<file path="src/rtl/serial_sub_pkg.sv">
// Shared types and defaults for the bit-serial subtractor.
package serial_sub_pkg;

    typedef enum logic [1:0] {
        IDLE = 2'd0,
        RUN  = 2'd1,
        DONE = 2'd2
    } state_t;

    localparam int WIDTH_DEFAULT = 4;

endpackage

</file>
<file path="src/rtl/full_subtractor.sv">
// One-bit full subtractor cell: d = a - b - bin, with borrow out.
module full_subtractor (
    input  logic a,
    input  logic b,
    input  logic bin,
    output logic d,
    output logic bout
);

    assign d    = a ^ b ^ bin;
    assign bout = (~a & b) | (~(a ^ b) & bin);

endmodule

</file>
<file path="src/rtl/serial_subtractor.sv">
// Bit-serial WIDTH-bit subtractor (d = a - b - bin), LSB first, start/busy/done handshake.
// Optional signed-overflow output enabled by defining SERIAL_SUB_OVF_EN.
module serial_subtractor
    import serial_sub_pkg::*;
#(
    parameter int WIDTH = WIDTH_DEFAULT
) (
    input  logic             clk,
    input  logic             rst_n,
    input  logic             start,
    input  logic [WIDTH-1:0] a,
    input  logic [WIDTH-1:0] b,
    input  logic             bin,
    output logic             busy,
    output logic             done,
    output logic [WIDTH-1:0] d,
    output logic             bout
`ifdef SERIAL_SUB_OVF_EN
    ,
    output logic             ovf
`endif
);

    localparam int CNT_W = (WIDTH > 2) ? $clog2(WIDTH) : 1;

    state_t             state;
    state_t             state_next;
    logic [CNT_W-1:0]   cnt;
    logic [WIDTH-1:0]   a_sh;
    logic [WIDTH-1:0]   b_sh;
    logic [WIDTH-1:0]   res_sh;
    logic               brw;
    logic               fs_d;
    logic               fs_bout;
    logic               last_bit;

    full_subtractor u_fs (
        .a    (a_sh[0]),
        .b    (b_sh[0]),
        .bin  (brw),
        .d    (fs_d),
        .bout (fs_bout)
    );

    assign last_bit = (cnt == CNT_W'(WIDTH - 1));

    always_ff @(posedge clk or negedge rst_n) begin
        if (!rst_n) begin
            state <= IDLE;
        end else begin
            state <= state_next;
        end
    end

    always_comb begin
        state_next = state;
        unique case (state)
            IDLE:    if (start) state_next = RUN;
            RUN:     if (last_bit) state_next = DONE;
            DONE:    state_next = IDLE;
            default: state_next = IDLE;
        endcase
    end

    // Outputs are pure decodes of the state register.
    assign busy = (state == RUN);
    assign done = (state == DONE);

    always_ff @(posedge clk or negedge rst_n) begin
        if (!rst_n) begin
            cnt    <= '0;
            a_sh   <= '0;
            b_sh   <= '0;
            res_sh <= '0;
            brw    <= 1'b0;
            d      <= '0;
            bout   <= 1'b0;
`ifdef SERIAL_SUB_OVF_EN
            ovf    <= 1'b0;
`endif
        end else begin
            case (state)
                IDLE: begin
                    if (start) begin
                        a_sh <= a;
                        b_sh <= b;
                        brw  <= bin;
                        cnt  <= '0;
                    end
                end
                RUN: begin
                    a_sh   <= a_sh >> 1;
                    b_sh   <= b_sh >> 1;
                    brw    <= fs_bout;
                    res_sh <= {fs_d, res_sh[WIDTH-1:1]};
                    cnt    <= cnt + CNT_W'(1);
                    if (last_bit) begin
                        d    <= {fs_d, res_sh[WIDTH-1:1]};
                        bout <= fs_bout;
`ifdef SERIAL_SUB_OVF_EN
                        // On the last bit the shift registers hold the operand MSBs.
                        ovf  <= (a_sh[0] != b_sh[0]) && (fs_d != a_sh[0]);
`endif
                    end
                end
                default: ;
            endcase
        end
    end

endmodule

</file>
<file path="config.mk">
export PLATFORM = sky130hd
export DESIGN_NAME = serial_subtractor
export DESIGN_NICKNAME = d
export VERILOG_FILES = /design/src/rtl/serial_sub_pkg.sv /design/src/rtl/full_subtractor.sv /design/src/rtl/serial_subtractor.sv
export SDC_FILE = /design/constraint.sdc
export NUM_CORES = 1
export LEC_CHECK = 0
export ABC_AREA = 1
export BUFFER_PORTS_ARGS = -buffer_cell sky130_fd_sc_hd__buf_4
export CAP_MARGIN = 20
export CORE_MARGIN = 4
export CORE_UTILIZATION = 57
export CTS_BUF_LIST = sky130_fd_sc_hd__clkbuf_8 sky130_fd_sc_hd__clkbuf_16
export DETAILED_ROUTE_END_ITERATION = 12
export GPL_ROUTABILITY_DRIVEN = 1
export GPL_TIMING_DRIVEN = 0
export PLACE_DENSITY = 0.91
export SETUP_SLACK_MARGIN = 0.4
export SLEW_MARGIN = 20
export SYNTH_ARGS = -nofsm -noshare
export SYNTH_HDL_FRONTEND = slang
export SYNTH_HIERARCHICAL = 1
export SYNTH_SLANG_ARGS = --single-unit
</file>
<file path="constraint.sdc">
create_clock -name clk -period 2.2 [get_ports clk]
set_clock_uncertainty 0.1 [all_clocks]
set_input_delay 0.22 -clock clk [delete_from_list [all_inputs] [get_ports clk]]
set_output_delay 0.22 -clock clk [all_outputs]
set_load 0.05 [all_outputs]
</file>
==> summary.md <==
| Metric | Value |
|---|---|
| Outcome | `finished clean` |
| Port bufs | `18` |
| Synth cell count leaders | `37 x nand2_1, 24 x inv_1, 21 x dfrtp_1` |
| Core outline area | `1590 sq um` |
| Initial drt markers | `14` |
| CTS Buf Count | `3` |
| WL/cell | `12.0 um` |
| Area delta synth->final | `21.9%` |
| Post-detail-place hpwl | `1.45 mm` |
| Relative slew slack | `78.8%` |
| First-pass GRT wire length | `3.52 mm` |
| DRT Pass-1 Iters | `6` |
| Sequential area share after synthesis | `51.9%` |
| PostCTS Resize Cnt | `0` |
| Most frequent cell after synthesis | `nand2_1` |
| Crit path max fanout | `10` |
| CP Cell Sequence | `inv_2 -> buf_6 -> nor2_1 -> buf_4` |
| RSZ-0062 raised after global routing | `false` |
| HP Class | `primary input to flop` |
| Final Cycle Share | `68.2%` |
| Die W | `50.2 um` |
| Synth top area cells | `dfrtp_1 52%, nand2_1 14%, inv_1 8.9%` |
| Largest net degree at the start of global routing | `22` |
| Worst setup path class | `flop to output port` |
| Overflow after GRT | `0` |
| Syn Nets | `135` |
| Crit path DAT | `1180 ps` |
| CP Capture Type | `output port` |
| H-tree Lvls | `1` |
| Async SR Flop Fraction | `100%` |
| Top delay family on crit path | `buffers and inverters` |
| Area share of the largest cell type after synthesis | `51.9%` |
| Finished Layout Cells | `168` |
| Synth Flop Type | `dfrtp_1` |
| Initial Utilization | `63.6%` |
| Longest Clk Path Bufs | `2` |
| Antenna diode count | `0` |
| Leakage | `0.700 nW` |
| Hold Vio Cnt, Final | `0` |
| Via count | `820` |
| Worst-Margin Slew | `317 ps` |
| Post-synth design cell area | `1010 sq um` |
| Required @ worst endpoint | `1880 ps` |
| P per Cell Area | `1570 nW/um^2` |
| Max-Cap Viols | `0` |
| #FFs+latches synth | `21` |
| Drt drc | `0` |
| Post-synth EDFFs | `0` |
| Clock root buffer | `clkbuf_8` |
| Initial antenna violation count | `0` |
| Setup TNS | `0 ps` |
| Routed WL | `2.01 mm` |
| Max Slew Vio Count | `0` |
| Min Clock Period, post-route | `1500 ps` |
| Fmax achieved | `0.667 GHz` |
| Worst-Skew Late Latency | `250 ps` |
| Layout cell share with drive strength beyond 1 | `21.5%` |
| CTS tree | `yes` |
| Routability cong. | `0.763` |
| Die Y | `50.2 um` |
| Max incr delay on CP | `410 ps` |
| Syn Area/Cell | `8.38 sq um` |
| Area leader, netlist | `dfrtp_1` |
| CP Buf/Inv Count | `3` |
| Max VDD drop | `0.000972 V` |
| Cells after synthesis | `121` |
| Clk sinks | `21` |
| Die area | `2520 sq um` |
| DR vias/cell | `4.88` |
| Cell Rows | `14` |
| Syn. warnings | `6` |
| Critical Path Start Type | `flop` |
| Synth cell types | `16` |
| Final setup violation count | `0` |
| Placed cell count | `163` |
| Clk slew on worst S/H paths | `70 ps` |
| Io pins | `19` |
| Antenna viol nets, final | `0` |
| Nets | `159` |
| GRT Util Overall | `18.2%` |
| CP max-delay cell | `dfrtp_1` |
| Vias in the first global route | `827` |
## stage by stage
step           hold WS (ps)  util (%)  instance area [sq um]  worst slack (ps)  power (mW)
2_1_floorplan          -176         -                   1010               641        1.43
3_5_place_dp           13.8      73.9                   1180               877        1.70
4_1_cts                 136      77.5                   1230               694        1.96
5_1_grt                 133      77.5                   1230               645        2.11
3_3_place_gp           13.2      73.9                   1180               885        1.65
6_report                135      77.5                   1230               701        1.94
## registers in the layout (all words and copies together) (netlist names)
register and cells:
state 2, b_sh 4, res_sh 3, a_sh 4, d 4, brw 1, cnt 2, bout 1
## worst paths after layout
kind / start / end / slack [ps] / depth (start not counted)
max in group asynchronous: rst_n / bout / 1510 / 2
setup reg to reg: a_sh[0] / d[3] / 860 / 3
setup / recovery: state[1] / done / 700 / 4
min in group asynchronous: rst_n / d[1] / 280 / 2
hold reg to reg: res_sh[1] / d[0] / 370 / 2
hold / removal: a[3] / a_sh[3] / 130 / 3
## layout by cell type, fill, tap and decap left out
master	instances
o21ai_1	4
dfrtp_1	21
nand2_4	1
ha_1	1
a21oi_1	1
clkbuf_8	3
o21ai_0	6
inv_2	1
nand2_1	37
fa_1	1
inv_1	24
nand3_1	15
buf_6	3
nor2_1	2
clkinv_2	1
dlygate4sd3_1	1
buf_4	18
o21ai_4	1
nor2_4	1
nand2_2	2
## timing repair
item                                   CTS  global route
hold buffers                             1             0
buffers inserted                         0             0
endpoints found under the hold margin   21             0
## cells by family after synthesis
| family | count (synthesis) | share of synthesized area [%] |
|---|---|---|
| AOI/OAI and AO/OA | 12 | 7.04 |
| adders and majority gates | 2 | 3.21 |
| buffers and inverters | 28 | 12.6 |
| DFF | 21 | 51.9 |
| and+or+nand+nor | 58 | 25.3 |
## metal layers
layer,GRT usage [%],part of all wire [%]
met5,0,0
met3,3.25,5.2
met2,32.2,51
met4,5.99,0.40
met1,22.2,43
## final cells by class
type / count / area (sq um)
clock inverter: 1 / 5.00
timing repair buffer: 19 / 145
fill: 108 / 359
clock buffer: 3 / 41.3
inverter: 25 / 93.8
tap: 24 / 30.0
sequential: 21 / 526
buffer: 3 / 33.8
multi-input combinational: 72 / 360
## where the power goes
group | leakage [nW] | internal [mW] | switching, mW
logic | 0.413 | 0.358 | 0.666
clock network | 0.0255 | 0.126 | 0.119
registers | 0.261 | 0.568 | 0.106
total | 0.700 | 1.05 | 0.892
## worst min-delay path, delay by kind of cell
family,cells,cell delay (ps)
buffers and inverters,2,150
AOI/OAI and AO/OA,1,80
No activity file was read; power rests on OpenSTA's default activity.
